[src/rtl/uart_seq_pkg.sv]
// uart_seq_pkg: state encoding and width helper shared by the UART frame sequencer
package uart_seq_pkg;
  typedef enum logic [2:0] {
    S_IDLE    = 3'd0,
    S_LOAD    = 3'd1,
    S_SEND    = 3'd2,
    S_GAP     = 3'd3,
    S_WAIT_RX = 3'd4,
    S_DONE    = 3'd5
  } state_t;
  function automatic int clog2(input int n);
    int r;
    r = 0;
    while ((1 << r) < n) r++;
    return r;
  endfunction
endpackage

[src/rtl/uart_seq_table.sv]
// uart_seq_table: frame byte register file, sync write, async read, sync clear
module uart_seq_table #(
  parameter int NB_DATA = 8,
  parameter int DEPTH   = 8,
  parameter int AW      = 3
) (
  input  logic               i_Clock,
  input  logic               i_reset,
  input  logic               i_wr_en,
  input  logic [AW-1:0]      i_wr_addr,
  input  logic [NB_DATA-1:0] i_wr_data,
  input  logic [AW-1:0]      i_rd_addr,
  output logic [NB_DATA-1:0] o_rd_data
);
  logic [NB_DATA-1:0] mem [DEPTH];
  always_ff @(posedge i_Clock) begin
    if (i_reset) for (int i = 0; i < DEPTH; i++) mem[i] <= '0;
    else if (i_wr_en) mem[i_wr_addr] <= i_wr_data;
  end
  assign o_rd_data = mem[i_rd_addr];
endmodule

[src/rtl/uart_seq_driver.sv]
// uart_seq_driver: streams a programmable byte frame into a UART with gaps, optional response wait and repeat
module uart_seq_driver
  import uart_seq_pkg::*;
#(
  parameter int NB_DATA    = 8,
  parameter int DEPTH      = 8,
  parameter int NB_GAP     = 8,
  parameter int NB_TIMEOUT = 12,
  parameter int NB_COUNT   = 16
) (
  input  logic                       i_Clock,
  input  logic                       i_reset,
  input  logic                       i_wr_en,
  input  logic [clog2(DEPTH)-1:0]    i_wr_addr,
  input  logic [NB_DATA-1:0]         i_wr_data,
  input  logic [clog2(DEPTH+1)-1:0]  i_len,
  input  logic [NB_GAP-1:0]          i_gap,
  input  logic                       i_wait_rx,
  input  logic                       i_repeat,
  input  logic                       i_start,
  input  logic                       i_abort,
  output logic                       o_tx_start,
  output logic [NB_DATA-1:0]         o_tx_byte,
  input  logic                       i_tx_active,
  input  logic                       i_rx_done,
  input  logic [NB_DATA-1:0]         i_rx_data,
  output logic                       o_busy,
  output logic                       o_frame_done,
  output logic                       o_timeout,
  output logic                       o_rx_valid,
  output logic [NB_DATA-1:0]         o_rx_data,
  output logic [NB_COUNT-1:0]        o_frame_count
);
  localparam int AW = clog2(DEPTH);
  localparam int LW = clog2(DEPTH+1);
  localparam logic [LW-1:0] DEPTH_L = LW'(DEPTH);
  // leaving on this value means the counter reaches its all-ones terminal count
  localparam logic [NB_TIMEOUT-1:0] TO_LAST = ~NB_TIMEOUT'(1);
  state_t state;
  logic [AW-1:0] idx;
  logic [LW-1:0] len, len_in;
  logic [NB_GAP-1:0] gap, gcnt;
  logic [NB_TIMEOUT-1:0] tcnt;
  logic [NB_DATA-1:0] rd_data;
  logic wait_rx, tx_q, timed_out, last, fall;
  uart_seq_table #(.NB_DATA(NB_DATA), .DEPTH(DEPTH), .AW(AW)) u_table (
    .i_Clock   (i_Clock),
    .i_reset   (i_reset),
    .i_wr_en   (i_wr_en && state == S_IDLE),
    .i_wr_addr (i_wr_addr),
    .i_wr_data (i_wr_data),
    .i_rd_addr (idx),
    .o_rd_data (rd_data)
  );
  assign len_in = (i_len > DEPTH_L) ? DEPTH_L : i_len;
  assign last   = LW'(idx) == len - 1'b1;
  assign fall   = tx_q && !i_tx_active;
  assign o_busy = state != S_IDLE;
  always_ff @(posedge i_Clock) begin
    if (i_reset) begin
      state         <= S_IDLE;
      idx           <= '0;
      len           <= '0;
      gap           <= '0;
      gcnt          <= '0;
      tcnt          <= '0;
      wait_rx       <= 1'b0;
      timed_out     <= 1'b0;
      tx_q          <= 1'b1;
      o_tx_start    <= 1'b0;
      o_tx_byte     <= '0;
      o_frame_done  <= 1'b0;
      o_timeout     <= 1'b0;
      o_rx_valid    <= 1'b0;
      o_rx_data     <= '0;
      o_frame_count <= '0;
    end else begin
      tx_q         <= i_tx_active;
      o_tx_start   <= 1'b0;
      o_frame_done <= 1'b0;
      o_timeout    <= 1'b0;
      o_rx_valid   <= 1'b0;
      if (i_abort && state != S_IDLE) state <= S_IDLE;
      else case (state)
        S_IDLE: if (i_start && len_in != '0) begin
          len     <= len_in;
          gap     <= i_gap;
          wait_rx <= i_wait_rx;
          idx     <= '0;
          state   <= S_LOAD;
        end
        S_LOAD: if (!i_tx_active) begin
          o_tx_start <= 1'b1;
          o_tx_byte  <= rd_data;
          state      <= S_SEND;
        end
        S_SEND: if (fall) begin
          gcnt      <= '0;
          tcnt      <= '0;
          timed_out <= 1'b0;
          if (last) state <= wait_rx ? S_WAIT_RX : S_DONE;
          else begin
            idx   <= idx + 1'b1;
            state <= (gap != '0) ? S_GAP : S_LOAD;
          end
        end
        S_GAP: begin
          gcnt <= gcnt + 1'b1;
          if (gcnt == gap - 1'b1) state <= S_LOAD;
        end
        S_WAIT_RX: begin
          tcnt <= tcnt + 1'b1;
          if (i_rx_done) begin
            o_rx_data  <= i_rx_data;
            o_rx_valid <= 1'b1;
            state      <= S_DONE;
          end else if (tcnt == TO_LAST) begin
            timed_out <= 1'b1;
            state     <= S_DONE;
          end
        end
        S_DONE: begin
          o_frame_done  <= 1'b1;
          o_timeout     <= timed_out;
          o_frame_count <= o_frame_count + 1'b1;
          timed_out     <= 1'b0;
          gcnt          <= '0;
          idx           <= '0;
          state         <= !i_repeat ? S_IDLE : (gap != '0) ? S_GAP : S_LOAD;
        end
        default: state <= S_IDLE;
      endcase
    end
  end
endmodule

[config.mk]
export PLATFORM = sky130hd
export DESIGN_NAME = uart_seq_driver
export DESIGN_NICKNAME = d
export VERILOG_FILES = /design/src/rtl/uart_seq_pkg.sv /design/src/rtl/uart_seq_table.sv /design/src/rtl/uart_seq_driver.sv
export SDC_FILE = /design/constraint.sdc
export NUM_CORES = 1
export LEC_CHECK = 0
export CAP_MARGIN = 20
export CORE_UTILIZATION = 51
export DETAILED_ROUTE_END_ITERATION = 10
export GPL_TIMING_DRIVEN = 1
export PLACE_DENSITY_LB_ADDON = 0.08
export RECOVER_POWER = 25
export SYNTH_ARGS = -nofsm -noshare
export SYNTH_HDL_FRONTEND = slang
export SYNTH_HIERARCHICAL = 1
export SYNTH_SLANG_ARGS = --single-unit
[constraint.sdc]
create_clock -name i_Clock -period 2.45 [get_ports i_Clock]
set_clock_uncertainty 0.05 [all_clocks]
set_input_delay 0.6125 -clock i_Clock [delete_from_list [all_inputs] [get_ports i_Clock]]
set_output_delay 0.6125 -clock i_Clock [all_outputs]
set_load 0.01 [all_outputs]
* After elaboration in Yosys (flattened, before gate mapping)
Memories as Yosys holds them, arrays and structs flattened. A register that Yosys moved wholly into a read port is not among the register bits.
Cells that the tools add are included.
** Word-level totals
- Bits in registers :: 69
- RAM bits :: 64
- Input port bits :: 40
- Output and inout port bits :: 37
- Logic and storage cells :: 106
- Memories :: 1
** Memory list
- u_table.mem :: words 8, width 8, rd ports 1, clocked after memory_dff 1, wr ports 8, RTL line uart_seq_table.sv:15 : logic [NB_DATA-1:0] mem [DEPTH];
** Cells by class
- $add $sub $neg :: 6
- $lt $le $gt $ge :: 1
- Equality and inequality tests :: 16
- Muxes and demuxes :: 35
- Bitwise gates (word level) :: 5
- Reductions and logical operators :: 27
** Operator list (number)
- 2-to-1 mux 3 bit :: 11
- one-hot mux 12 bit (2 select lines) :: 1
- one-hot mux 8 bit (3 select lines) :: 1
- one-hot mux 3 bit (6 select lines) :: 1
- adder 16 x 1 -> 16 bit (second input constant) :: 1
- 2-to-1 mux 8 bit :: 2
- AND reduction 3 bit :: 5
- AND reduction 5 bit :: 3
- 2-to-1 mux 1 bit :: 13
- adder 12 x 1 -> 12 bit (second input constant) :: 1
- == test 12 bit (second input constant) :: 1
- 2-to-1 mux 12 bit :: 1
- inequality test 2 bit (second input constant) :: 6
- nonzero test 3 bit :: 4
- one-hot mux 3 bit (3 select lines) :: 1
- OR reduction 3 bit :: 3
- adder 8 x 1 -> 8 bit (second input constant) :: 1
- == test 8 bit :: 1
- nonzero test 8 bit :: 1
- OR reduction 8 bit :: 1
- subtractor 8 x 1 -> 8 bit (second input constant) :: 1
- == test 3 x 2 -> 1 bit (second input constant) :: 2
- == test 3 bit (second input constant) :: 2
- inverter 1 bit :: 5
- 17 further kinds :: 21

* Depth between registers and ports, before layout
Gate-level depths: netlist of run 1.
- Depth after elaboration :: 7
- Mapped depth :: 9
- Gate-level depth less buffers :: 8

* By module
Netlist of run 1, hierarchy kept.
** Modules (own cells, without submodules)
- uart_seq_driver :: times used 1, cells an instance 413, area an instance 3674.8 µm², seq. area each 1541.5 µm²
- uart_seq_table :: times used 1, cells an instance 193, area an instance 2991.6 µm², seq. area each 1921.8 µm²

* Least setup slack after synthesis of run 1
OpenSTA, ideal clock, no wires.
- Path type :: register -> register
- From :: reg state[1]
- To :: mem u_table.mem[2][0] (enable)
- Library setup time :: 0.375 ns
- Data arrival time :: 2.063 ns
- Data required time :: 2.025 ns
- Setup slack :: -0.038 ns
- Stages on the path, launching flop included :: 8
- Buffers on the path :: 3
- Period minus slack after synthesis :: 2.488 ns
- Cell sequence :: dfxtp_1 > buf_2 > nor3_1 > and2_1 > or3b_2 > buf_2 > buf_2 > o21bai_1
** RTL lines
- start, declared :: RTL line uart_seq_driver.sv:39 : state_t state;
- start signal, assigned :: RTL line uart_seq_driver.sv:101 : if (last) state <= wait_rx ? S_WAIT_RX : S_DONE;
- start signal, assigned :: RTL line uart_seq_driver.sv:104 : state <= (gap != '0) ? S_GAP : S_LOAD;
- start signal, assigned :: RTL line uart_seq_driver.sv:129 : state <= !i_repeat ? S_IDLE : (gap != '0) ? S_GAP : S_LOAD;
- end, declared :: RTL line uart_seq_table.sv:15

* Final worst setup path of run 1
- From :: reg state[0]
- To :: out o_busy
** Between the ends
- Word-level cells in the longest chain between the ends :: 1
** Ends and longest elaborated chain
- nonzero test 3 bit :: RTL line uart_seq_driver.sv:58 : assign o_busy = state != S_IDLE;
- end, declared :: RTL line uart_seq_driver.sv:27 : output logic o_busy,
Every way passes these cells.

==> impl_metrics.py, run 1 <==
metrics = {
    "logic_synthesis": {
        "number_of_library_cell_types_mapped_by_synthesis": 63,
        "synth.top_cells.by_area": "sky130_fd_sc_hd__edfxtp_1 (29%), sky130_fd_sc_hd__dfxtp_1 (23%), sky130_fd_sc_hd__mux4_1 (5.9%), sky130_fd_sc_hd__nor3_1 (5.2%), sky130_fd_sc_hd__nor2_1 (4.2%)",
        "ys_ff_latch": 141,
        "number_of_synthesized_flops_with_an_enable_pin": 64,
        "synthArstFlopShare_pct": 0,
        "ys.warnings.count": 6,
        "synth_area_per_cell_sq_um": 11.0,
        "mappedNetlistNets": 654,
        "cell_count_after_synthesis": 606,
        "synthDominantCellAreaShare_pct": 28.8,
        "yosys.area.top_type": "sky130_fd_sc_hd__edfxtp_1",
        "synth-main-ff-cell": "sky130_fd_sc_hd__dfxtp_1",
        "synth_area_sq_mm": 0.00667,
        "ys_top_cells_by_count": "sky130_fd_sc_hd__dfxtp_1 (77), sky130_fd_sc_hd__nor2_1 (74), sky130_fd_sc_hd__nor3_1 (69)",
        "most_used_standard_cell_by_instance_count_after_synthesis": "sky130_fd_sc_hd__dfxtp_1",
        "synth.yosys.seq_area_share_pct": 52.0,
    },
    "routing": {
        "drt.antenna.violating_nets": 0,
        "detail_route.vias_per_cell": 5.43,
        "wl_per_cell_um": 16.2,
        "num_vias": 4841,
        "first_iter_violations": 330,
        "detail_route.drc_violations": 0,
        "first_pass_iters": 5,
        "totalWireLength_um": 14400,
    },
    "floorplan": {
        "die_height_um": 116,
        "placement_rows": 41,
        "design.die.area_sq_mm": 0.0135,
        "boundaryPins": 77,
        "floorplan.initialDensity_pct": 52.6,
        "die_width_um": 116,
        "floorplan.core_area_sq_mm": 0.0127,
    },
    "timing": {
        "maxSlewViolCount": 0,
        "worst-slew-pin-transition_ns": 0.833,
        "whs_ns": 0.437,
        "layout_worst_path_cycle_share_pct": 91.7,
        "rsz_0062_raised_after_global_routing": "false",
        "setup_tns_ns": 0,
        "setup_ws_ns": 0.203,
        "max-slew-margin-rel_pct": 44.4,
        "timing_hold_violations_final": 0,
        "setup_violations": 0,
        "fmax_ghz": 0.445,
        "final_critical_period_ns": 2.25,
    },
    "final_layout": {
        "final_layout_size_suffix_gt1_share_pct": 13.2,
        "antenna-diode-count": 0,
        "post_route_cell_area_sq_mm": 0.00831,
        "utilization_pct": 65.6,
        "fillerInstances": 1013,
        "area_growth_syn_to_layout_pct": 24.6,
        "nNetsFinal": 754,
        "layoutNonFillerInstCount": 891,
    },
    "place": {
        "buffer_ports.inserted": 76,
        "place_hpwl_um": 10400,
        "dpl_cell_area_sq_mm": 0.00777,
        "gp_congestion": 0.783,
        "place_inst": 859,
        "dpl_worst_slack_ns": -0.0474,
    },
    "global_routing": {
        "global_route.overflow_total": 0,
        "initial_antenna_violation_count": 0,
        "track_usage_pct": 22.8,
        "grt_first_pass_wirelength_um": 23100,
        "grt_pass1_vias": 4693,
        "grt_start_max_net_pins": 29,
    },
    "hold_path": {
        "worstHoldPathType": "reg -> reg",
    },
    "clock_network": {
        "clock_path_buffers": 2,
        "hold_buffer_count_at_cts": 0,
        "post_cts_resize_count": 0,
        "clkLatencyLatePin_ns": 0.41,
        "root_buffer": "sky130_fd_sc_hd__clkbuf_16",
        "cts_num_sinks": 141,
        "cts.reportedPaths.clkPinSlew_ns": 0.05,
        "htreeDepth": 4,
        "post-cts-setup-buffer-count": 0,
        "cts_tree": "built",
        "cts-buffers-inserted": 17,
    },
    "setup_path": {
        "critPathKind": "reg -> out",
        "timing.rr.end": "state[1]$_SDFFE_PP0P_",
        "worst_setup_path_start_kind": "flop",
        "critPathCaptureType": "output pin",
        "timing.rr.start": "gap[0]$_SDFFE_PP0P_",
        "worstRegToRegCells": 7,
        "setup.worst_path.end": "o_busy",
        "cp_max_fo": 3,
        "rrSetupSlack_ns": 0.31,
        "timing.critical_path.required_ns": 1.79,
        "crit_path_start": "state[0]$_SDFFE_PP0P_",
        "crit_arrival_ns": 1.58,
    },
    "run_status": {
        "outcome": "finished clean",
    },
    "power_and_ir_drop": {
        "power_per_cell_area_mw_per_mm2": 754,
        "max-vdd-ir-drop_uv": 493,
        "cellLeakagePower_nw": 3.07,
        "total_power_mw": 6.26,
    },
    "job": {
        "maxCapViolations": 0,
    },
}
## layout make-up
class / instances / area, sq um / area share, %
clock inverter: 9 / 87.6 / 1.05
clock buffer: 23 / 472 / 5.68
sequential: 141 / 3460 / 41.7
multi-input combinational: 406 / 2930 / 35.3
timing repair buffer: 120 / 1060 / 12.8
tap: 172 / 215 / 2.59
inverter: 20 / 75.1 / 0.904
## registers in the layout (all words and copies together) (netlist names)
name           count
gap                8
gcnt               8
idx                3
len                4
o_frame_count     16
o_frame_done       1
o_rx_data          8
o_rx_valid         1
o_timeout          1
o_tx_byte          8
o_tx_start         1
state              3
tcnt              12
timed_out          1
tx_q               1
u_table/mem       64
wait_rx            1
## power breakdown
| group | leakage [nW] | switching [mW] | total [mW] | internal (mW) |
|---|---|---|---|---|
| clock network | 0.277 | 0.957 | 2.42 | 1.47 |
| registers | 1.28 | 0.0831 | 2.67 | 2.59 |
| logic | 1.51 | 0.638 | 1.17 | 0.532 |
| total | 3.07 | 1.68 | 6.26 | 4.59 |
## cell usage in the layout (no fill, tap or decap), drive strengths merged, types with 2 or more instances in the layout
master / Yosys / routed
ha: 8 / 8
o21bai: 8 / 8
dlygate4sd3: 0 / 3
buf: 18 / 37
nor4b: 2 / 2
clkinv: 8 / 14
and2: 4 / 4
a31oi: 3 / 3
o21ai: 12 / 12
and4bb: 2 / 2
nand2b: 13 / 13
xnor2: 12 / 12
nand3: 12 / 12
a21oi: 20 / 20
nor2b: 6 / 6
nand3b: 7 / 7
and4: 4 / 4
a32oi: 2 / 2
nand2: 18 / 18
nor2: 75 / 75
nor4: 3 / 3
nor3b: 4 / 4
clkbuf: 21 / 31
clkdlybuf4s50: 0 / 72
mux2: 8 / 8
dfxtp: 77 / 77
mux2i: 26 / 26
inv: 12 / 13
nor3: 71 / 71
or2: 3 / 3
mux4: 16 / 16
nand4: 10 / 10
and3: 4 / 4
xor2: 29 / 29
edfxtp: 64 / 64
or3: 6 / 6
## kinds of logic (layout without fill, tap and decap cells)
group | after synthesis | count (layout) | synth area share, %
AND/OR/NAND/NOR | 247 | 247 | 19.3
flip-flops | 141 | 141 | 52.0
AO/OA/AOI/OAI | 60 | 60 | 5.91
buffers and inverters | 59 | 172 | 4.32
multiplexers | 50 | 50 | 11.5
XOR/XNOR | 41 | 41 | 5.50
adder cells (fa/ha/maj) | 8 | 8 | 1.50
## metal layers
layer  GRT usage, %  share of wire [%]
met1           27.7                 43
met2           39.1                 52
met3           6.43                4.5
met5              0                  0
met4           7.18               0.75
## worst max-delay path: stages, from the launching register on
cell and delay (ns):
sky130_fd_sc_hd__dfxtp_1 0.32, sky130_fd_sc_hd__nor3_2 0.27, sky130_fd_sc_hd__inv_1 0.10, sky130_fd_sc_hd__clkdlybuf4s50_1 0.49
## how the worst min path moves through the flow
| stage | startpoint | end | slack, ns | cells after the start |
|---|---|---|---|---|
| 6_report | tcnt[9]$_SDFFE_PP0P_ | tcnt[9]$_SDFFE_PP0P_ | 0.44 | 2 |
| 5_1_grt | tcnt[9]$_SDFFE_PP0P_ | tcnt[9]$_SDFFE_PP0P_ | 0.44 | 2 |
| 4_1_cts | tcnt[9]$_SDFFE_PP0P_ | tcnt[9]$_SDFFE_PP0P_ | 0.43 | 2 |
| 3_5_place_dp | tcnt[9]$_SDFFE_PP0P_ | tcnt[9]$_SDFFE_PP0P_ | 0.43 | 2 |
| 3_3_place_gp | tcnt[9]$_SDFFE_PP0P_ | tcnt[9]$_SDFFE_PP0P_ | 0.42 | 2 |
| 2_1_floorplan | timed_out$_SDFFE_PP0P_ | o_timeout$_SDFF_PP0_ | 0.38 | 1 |
No activity file was read; power rests on OpenSTA's default activity.
==> run 2, diff against run 1 <==
--- a/config.mk
+++ b/config.mk
@@ -11,6 +11,7 @@
 export GPL_TIMING_DRIVEN = 1
 export PLACE_DENSITY_LB_ADDON = 0.08
 export RECOVER_POWER = 25
+export SETUP_SLACK_MARGIN = 0.5
 export SYNTH_ARGS = -nofsm -noshare
 export SYNTH_HDL_FRONTEND = slang
 export SYNTH_HIERARCHICAL = 1
==> run 2 against run 1 <==
  * Critical path depth grew 4
  * Sequential share of layout area shrank 0.91 points
  * Total power grew 2.4%
  * Register-to-register slack is essentially flat
  * Sequential cell count is the same
  * Clock power is essentially flat
  * Wire length grew 4.6%
  * Sequential power is essentially flat
  * Clock-buffer cell count shrank 5
  * Utilization grew 1.9 points
  * Via count grew 1.8%
  * Cell count grew 0.67%
  * Largest power group unchanged
  * Highest routed layer unchanged
==> impl_metrics.py, run 2 (synthesized netlist as in run 1, its figures left out) <==
metrics = {
    "floorplan": {
        "floorplan.initialDensity_pct": 52.6,
        "design.die.area_sq_mm": 0.0135,
        "die_width_um": 116,
        "die_height_um": 116,
        "floorplan.core_area_sq_mm": 0.0127,
        "boundaryPins": 77,
        "placement_rows": 41,
    },
    "routing": {
        "first_iter_violations": 316,
        "drt.antenna.violating_nets": 0,
        "detail_route.vias_per_cell": 5.49,
        "wl_per_cell_um": 16.8,
        "first_pass_iters": 4,
        "detail_route.drc_violations": 0,
        "totalWireLength_um": 15100,
        "num_vias": 4929,
    },
    "power_and_ir_drop": {
        "switching_power_mw": 1.80,
        "netSwitchingFraction_pct": 28.1,
        "p_clk_share_pct": 37.3,
        "p_int_mw": 4.61,
        "seq_power_share_pct": 42.2,
        "cellLeakagePower_nw": 3.32,
        "total_power_mw": 6.41,
        "max-vdd-ir-drop_uv": 477,
        "power.combinational.fraction_pct": 20.5,
        "power_per_cell_area_mw_per_mm2": 750,
    },
    "clock_network": {
        "clkLatencyLatePin_ns": 0.42,
        "hold_buffer_count_at_cts": 0,
        "htreeDepth": 4,
        "clock_path_buffers": 2,
        "root_buffer": "sky130_fd_sc_hd__clkbuf_16",
        "cts.reportedPaths.clkPinSlew_ns": 0.06,
        "cts_num_sinks": 141,
        "cts_tree": "built",
        "cts-buffers-inserted": 17,
    },
    "run_status": {
        "outcome": "finished clean",
    },
    "global_routing": {
        "grt_first_pass_wirelength_um": 24100,
        "initial_antenna_violation_count": 0,
        "grt_start_max_net_pins": 38,
        "grt_pass1_vias": 4860,
        "track_usage_pct": 24.0,
        "global_route.overflow_total": 0,
    },
    "setup_path": {
        "critPathKind": "reg -> reg",
        "max_stage_delay_ns": 0.41,
        "worst_setup_path_start_kind": "flop",
        "critPathCaptureType": "flop",
        "timing.critical_path.required_ns": 2.52,
        "worst_path_max_delay_cell": "sky130_fd_sc_hd__clkbuf_2",
        "cp_max_fo": 28,
        "cp_cell_sequence": "nor3_4 -> buf_4 -> and2_4 -> nand3b_1 -> clkbuf_2 -> o21bai_2 -> buf_4",
        "crit_arrival_ns": 2.23,
        "crit_top_cell": "sky130_fd_sc_hd__buf_4",
    },
    "timing": {
        "rsz_0062_raised_after_global_routing": "true",
        "setup_tns_ns": 0,
        "maxSlewViolCount": 0,
        "setup_violations": 0,
        "whs_ns": 0.433,
        "setup_ws_ns": 0.295,
        "fmax_ghz": 0.464,
        "final_critical_period_ns": 2.15,
        "worst-slew-pin-transition_ns": 0.760,
        "max-slew-margin-rel_pct": 49.3,
        "timing_hold_violations_final": 0,
        "layout_worst_path_cycle_share_pct": 87.9,
    },
    "final_layout": {
        "nNetsFinal": 760,
        "utilization_pct": 67.4,
        "layoutNonFillerInstCount": 897,
        "layout.cells.most_common_list": "sky130_fd_sc_hd__nor2_1 (73), sky130_fd_sc_hd__dfxtp_1 (66), sky130_fd_sc_hd__edfxtp_1 (64)",
        "antenna-diode-count": 0,
        "register_with_the_most_flip_flops": "u_table/mem",
        "final_layout_size_suffix_gt1_share_pct": 19.3,
        "largest_reg_flops": 64,
        "layout_commonest_cell": "sky130_fd_sc_hd__nor2_1",
        "post_route_cell_area_sq_mm": 0.00854,
        "area_growth_syn_to_layout_pct": 28.2,
        "reg.largest.list": "u_table/mem x64, o_frame_count x16, tcnt x12",
    },
    "hold_path": {
        "worstHoldPathType": "reg -> reg",
    },
    "place": {
        "gp_congestion": 0.825,
        "dpl_cell_area_sq_mm": 0.00775,
        "buffer_ports.inserted": 76,
        "place_hpwl_um": 10200,
        "dpl_worst_slack_ns": -0.00376,
        "place_inst": 842,
    },
    "job": {
        "maxCapViolations": 0,
    },
}
run 2: power groups by stage:
stage / Combinational [mW] / Clock (mW) / Sequential [mW]
floorplan: 0.877 / 0 / 2.70
global placement: 1.12 / 0 / 2.75
detailed placement: 1.14 / 0 / 2.76
CTS: 1.22 / 2.42 / 2.71
global route: 1.43 / 2.52 / 2.72
finish: 1.32 / 2.39 / 2.70
run 2: final cells by class:
cell class | count | area (sq um)
Clock buffer | 18 | 429
Clock inverter | 14 | 119
Timing Repair Buffer | 126 | 1110
Sequential cell | 141 | 3480
Tap cell | 172 | 215
Inverter | 20 | 75.1
Multi-Input combinational cell | 406 | 3110
Fill cell | 1010 | 4130
run 2: repair_timing:
item	CTS	global route
endpoints found under the setup margin	91	84
resized for setup	55	26
buffers inserted	9	14
pin swaps	7	7
run 2: worst paths after layout:
| kind | start | slack (ns) | end | cells after the start |
|---|---|---|---|---|
| worst max register to register | state[1]$_SDFFE_PP0P_ | 0.30 | u_table/mem[3][7]$_SDFFCE_PN0P_ | 7 |
| worst min register to register | len[1]$_SDFFE_PP0P_ | 0.43 | len[1]$_SDFFE_PP0P_ | 2 |
| worst min-delay path | len[1]$_SDFFE_PP0P_ | 0.43 | len[1]$_SDFFE_PP0P_ | 2 |
| worst max-delay path | state[1]$_SDFFE_PP0P_ | 0.30 | u_table/mem[3][7]$_SDFFCE_PN0P_ | 7 |
run 2: layer usage:
metal / vias to the layer above / part of all wire, % / global-route usage [%]
met4: 0 / 1.2 / 8.12
met2: 122 / 52 / 41.3
met1: 2388 / 42 / 28.6
met3: 14 / 5.0 / 6.95
li1: 2405 / - / -
met5: - / 0 / 0
run 2: critical path: cells and delay by family (launching register included):
family                 cells  cell delay, ns
buffers and inverters      3            0.77
and+or+nand+nor            3            0.40
AOI/OAI and AO/OA          1            0.26
DFF                        1            0.36
